**src/rtl/fifo_stream_reader.sv**
```systemverilog
// Drains a first-word-fall-through-less upstream FIFO (1-cycle read latency)
// into a valid/ready stream through a 2-entry skid buffer with in-flight tracking.
module fifo_stream_reader #(
  parameter int WIDTH = 8
) (
  input  logic             clk,
  input  logic             rst,
  input  logic             empty,
  output logic             rd_en,
  input  logic [WIDTH-1:0] rd_data,
  output logic             out_valid,
  input  logic             out_ready,
  output logic [WIDTH-1:0] out_data,
  output logic [15:0]      xfer_count
);

  logic [1:0]            occ_reg, occ_next;
  logic                  inflight_reg;
  logic [15:0]           xfer_count_reg;
  logic [1:0][WIDTH-1:0] buf_reg, buf_next;
  logic                  pop;
  logic [1:0]            level;
  logic [1:0]            wr_idx;

  assign out_valid  = (occ_reg != 2'd0);
  assign out_data   = buf_reg[0];
  assign xfer_count = xfer_count_reg;
  assign pop        = out_valid && out_ready;
  assign level      = occ_reg + {1'b0, inflight_reg};

  // A read may be issued into a full pipeline only when a slot frees this cycle.
  assign rd_en  = rst && !empty && ((level < 2'd2) || pop);

  // The returning word lands just behind whatever survives this cycle's pop.
  assign wr_idx = occ_reg - {1'b0, pop};

  always_comb begin
    occ_next = occ_reg;
    case ({inflight_reg, pop})
      2'b10:   occ_next = occ_reg + 2'd1;
      2'b01:   occ_next = occ_reg - 2'd1;
      default: occ_next = occ_reg;
    endcase
  end

  for (genvar gi = 0; gi < 2; gi++) begin : g_entry
    logic [WIDTH-1:0] shifted;
    if (gi == 0) begin : g_head
      assign shifted = buf_reg[1];
    end else begin : g_tail
      assign shifted = buf_reg[gi];
    end
    assign buf_next[gi] = (inflight_reg && (wr_idx == 2'(gi))) ? rd_data :
                          (pop ? shifted : buf_reg[gi]);
  end

  always_ff @(posedge clk or negedge rst) begin
    if (!rst) begin
      occ_reg        <= 2'd0;
      inflight_reg   <= 1'b0;
      xfer_count_reg <= 16'd0;
    end else begin
      occ_reg        <= occ_next;
      inflight_reg   <= rd_en;
      if (pop) xfer_count_reg <= xfer_count_reg + 16'd1;
    end
  end

  // Payload needs no reset: it is only observed while occ is non-zero.
  always_ff @(posedge clk) begin
    buf_reg <= buf_next;
  end

endmodule

```
**config.mk**
```make
export PLATFORM = sky130hd
export DESIGN_NAME = fifo_stream_reader
export DESIGN_NICKNAME = d
export VERILOG_FILES = /design/src/rtl/fifo_stream_reader.sv
export SDC_FILE = /design/constraint.sdc
export NUM_CORES = 1
export LEC_CHECK = 0
export ABC_AREA = 1
export BUFFER_PORTS_ARGS = -buffer_cell sky130_fd_sc_hd__buf_2
export CORE_MARGIN = 2
export CORE_UTILIZATION = 45
export DETAILED_ROUTE_END_ITERATION = 10
export GPL_TIMING_DRIVEN = 0
export PLACE_DENSITY = 0.69
export SLEW_MARGIN = 20
export SYNTH_ARGS = -nofsm -noshare
export SYNTH_HDL_FRONTEND = slang
export SYNTH_SLANG_ARGS = --single-unit
export TNS_END_PERCENT = 10
```
**constraint.sdc**
```tcl
create_clock -name clk -period 4.9 [get_ports clk]
set_input_delay 0.98 -clock clk [delete_from_list [all_inputs] [get_ports clk]]
set_output_delay 0.98 -clock clk [all_outputs]
set_load 0.03 [all_outputs]
```
==> qor.txt <==
Clock latency on the worst-skew pair - 0.34 ns
Slowest stage cell, crit path - buf_2
Result of the run - finished, final reports clean
H-tree levels - 2
Required arrival time at the worst endpoint - 3.92 ns
Setup repair after global routing missed its margin - false
Mean instance size in the synthesized netlist - 11.2 sq um
Standard-cell row count - 21
Antenna cells - 0
Logic depth of the worst register-to-register path - 6
Total of warnings raised by yosys - 0
Number of pins with negative max-slew slack in the final report - 0
Vias after detailed routing - 1,125
Number of cells traversed by the worst hold path - 1
Worst path max stage delay - 0.37 ns
Post-route antenna net violation count - 0
Buffer count from post-CTS setup fixing - 0
Total negative slack for setup checks - 0 ns
GRT Resource Usage Total - 16.4%
Number of DRC violations after detailed routing - 0
Area Overhead vs Synth - 18.4%
Hpwl dp - 2180 microns
Signal arrival time at the worst endpoint - 1.75 ns
Endpoint of the worst-slack reg-to-reg timing path - out_data[7]
Non-filler instance count after layout - 235
Dpl cells - 227
Via density - 4.79
Cell-by-cell trace of the critical path - buf_2 -> nand3b_1 -> inv_1 -> buf_2
Y dimension of the die - 63.9 microns
Crit Path Class - in2out
Internal reg-to-reg setup slack - 2.84 ns
Routed wirelength normalized by instance count - 12.2 microns
Die footprint - 4090 sq um
Class of the tightest hold or removal check - reg2reg
Initial antenna violation count - 0
TritonCTS clock tree - yes
Fraction of final layout cells sized beyond drive strength 1 - 33.9%
Leakage power total - 0.940 nW
Clock Tree Buf Depth - 2
Maximum fanout count along the critical path - 20
CTS hold repair buffers - 0
Element type at the critical path start - input port
Largest net degree at the start of global routing - 21
Max-cap violation count - 0
CP Capture Type - output pin
Final weighted congestion of routability-driven global placement - 0.757
TritonCTS sink count - 35
Highest attainable clock frequency - 0.366 GHz
Number of gates given a new drive strength after cts - 0
Post-synthesis cell type count - 22
Slew headroom - 56.7%
Capture endpoint of the worst hold path - xfer_count[9]
Placeable core region - 3390 sq um
Vias in the first global route - 1,138
Setup violation total in the final timing report - 0
Tightest Pin Transition - 0.646 ns
Total CTS buffers - 5
Detailed-router iteration count before antenna repair - 4
Flip-flop count of the largest register, all copies and words added - 16
Clock transition at the registers of the reported paths - 0.10 ns
Flop and latch count out of synthesis - 35
Share of the clock period used by the worst path - 55.8%
Total power per unit cell area - 473 nW/um^2
Overflow left after global routing - 0
Fin. Hold Viols - 0
Launch instance of the worst min-delay path - xfer_count[9]
Final worst clock skew - 0.0134 ns
Die X - 63.9 microns
Boundary Pins - 38
Net count, final - 203
Largest vdd supply drop - 173 uV
Effective utilization at floorplan - 47.7%
CTS Root Buffer Type - clkbuf_4
Smallest hold slack - 0.530 ns
Period minus WS final - 2.73 ns
Final design area excluding fillers - 1910 sq um
Number of fill cells - 321
Share of the yosys chip area belonging to registers - 59.1%
Post-synthesis instance area - 1620 sq um
Quantity of I/O buffers inserted on ports - 37
Number of standard cells after synthesis - 144
Global-route wire length before repair - 5130 microns
Final routed wirelength across all metal layers - 2860 microns
Number of design-rule violations left by the first detailed-router iteration - 33
Post-synthesis net count - 159
Post-place instance area - 1860 sq um
Most common cell on crit path - buf_2
R2r startpoint - occ_reg[0]
critical path, delay by kind of cell:
kind | cells | cell delay [ns]
and+or+nand+nor | 1 | 0.12
buffers and inverters | 3 | 0.64
power by group:
group	leakage, nW	internal, W	switching [W]
sequential	0.388	0.000379	0.0000543
combinational	0.523	0.000107	0.000218
clock	0.0297	0.0000539	0.0000923
total	0.940	0.000540	0.000365
worst max path at each step:
stage,start,to
floorplan,out_ready,g_entry[0].shifted[0]
global placement,out_ready,g_entry[0].shifted[2]
detailed placement,out_ready,g_entry[0].shifted[2]
CTS,rst,rd_en
global route,rst,rd_en
finish,rst,rd_en
synth_stat cells:
| library cell | count | area share [%] |
|---|---|---|
| dfrtp_1 | 19 | 29 |
| inv_2 | 1 | 0.23 |
| o21ai_0 | 3 | 0.93 |
| buf_6 | 1 | 0.70 |
| nor2_8 | 1 | 1.2 |
| mux2_2 | 8 | 5.6 |
| nand3_4 | 1 | 1.1 |
| nand3_2 | 1 | 0.62 |
| inv_1 | 16 | 3.7 |
| nand4_1 | 3 | 1.2 |
| nor3_1 | 1 | 0.31 |
| nand2_4 | 1 | 0.70 |
| a21oi_1 | 1 | 0.31 |
| xor2_1 | 6 | 3.3 |
| nor2_2 | 6 | 2.3 |
| nor2_1 | 10 | 2.3 |
| ha_1 | 3 | 2.3 |
| nand2_1 | 30 | 7.0 |
| edfxtp_1 | 16 | 30 |
| xnor2_1 | 6 | 3.3 |
| nand3b_1 | 5 | 2.3 |
| nand3_1 | 5 | 1.5 |
kinds of logic (layout without fill, tap and decap cells):
group	count (synthesis)	after routing	synth area share (%)
AO/OA/AOI/OAI	4	4	1.24
adder cells (fa/ha/maj)	3	3	2.32
flip-flops	35	35	59.1
XOR/XNOR	12	12	6.50
buffers and inverters	18	63	4.64
multiplexers	8	8	5.57
AND/OR/NAND/NOR	64	64	20.6
placed cells by master (no fill, tap or decap), types with 3 or more instances in the layout:
cell type,count
dfrtp_1,19
clkbuf_4,5
nand3b_1,5
mux2_2,8
nand4_1,3
buf_2,37
nor2_1,10
edfxtp_1,16
xnor2_1,6
nor2_2,6
o21ai_0,3
ha_1,3
nand2_1,30
inv_1,16
nand3_1,5
xor2_1,6
cell type report:
type	instances	area, sq um	area share, %
Tap cell	46	57.6	3.01
Timing Repair Buffer	37	185	9.67
Clock inverter	2	8.76	0.458
Multi-Input combinational cell	91	591	30.8
Inverter	17	63.8	3.33
Sequential cell	35	956	49.9
Buffer	1	11.3	0.588
Clock buffer	6	41.3	2.16
routing by layer:
metal | track usage [%] | wire (microns) | vias to the layer above
li1 | - | - | 561
met1 | 19.5 | 1180 | 533
met2 | 28.1 | 1480 | 26
met3 | 5.11 | 153 | 5
met4 | 5.71 | 45 | 0
met5 | 0 | 0 | -
stage by stage:
| stage | util, % | total power [W] | worst slack (ns) |
|---|---|---|---|
| final | 56.5 | 0.000905 | 2.17 |
| after global routing | 56.5 | 0.000963 | 2.05 |
| after CTS | 56.3 | 0.000911 | 2.13 |
| after detailed placement | 54.9 | 0.000765 | 1.85 |
| after global placement | 54.9 | 0.000753 | 1.91 |
| after floorplan | - | 0.000674 | 2.31 |
Note: power is estimated with default switching activity, not from simulation.
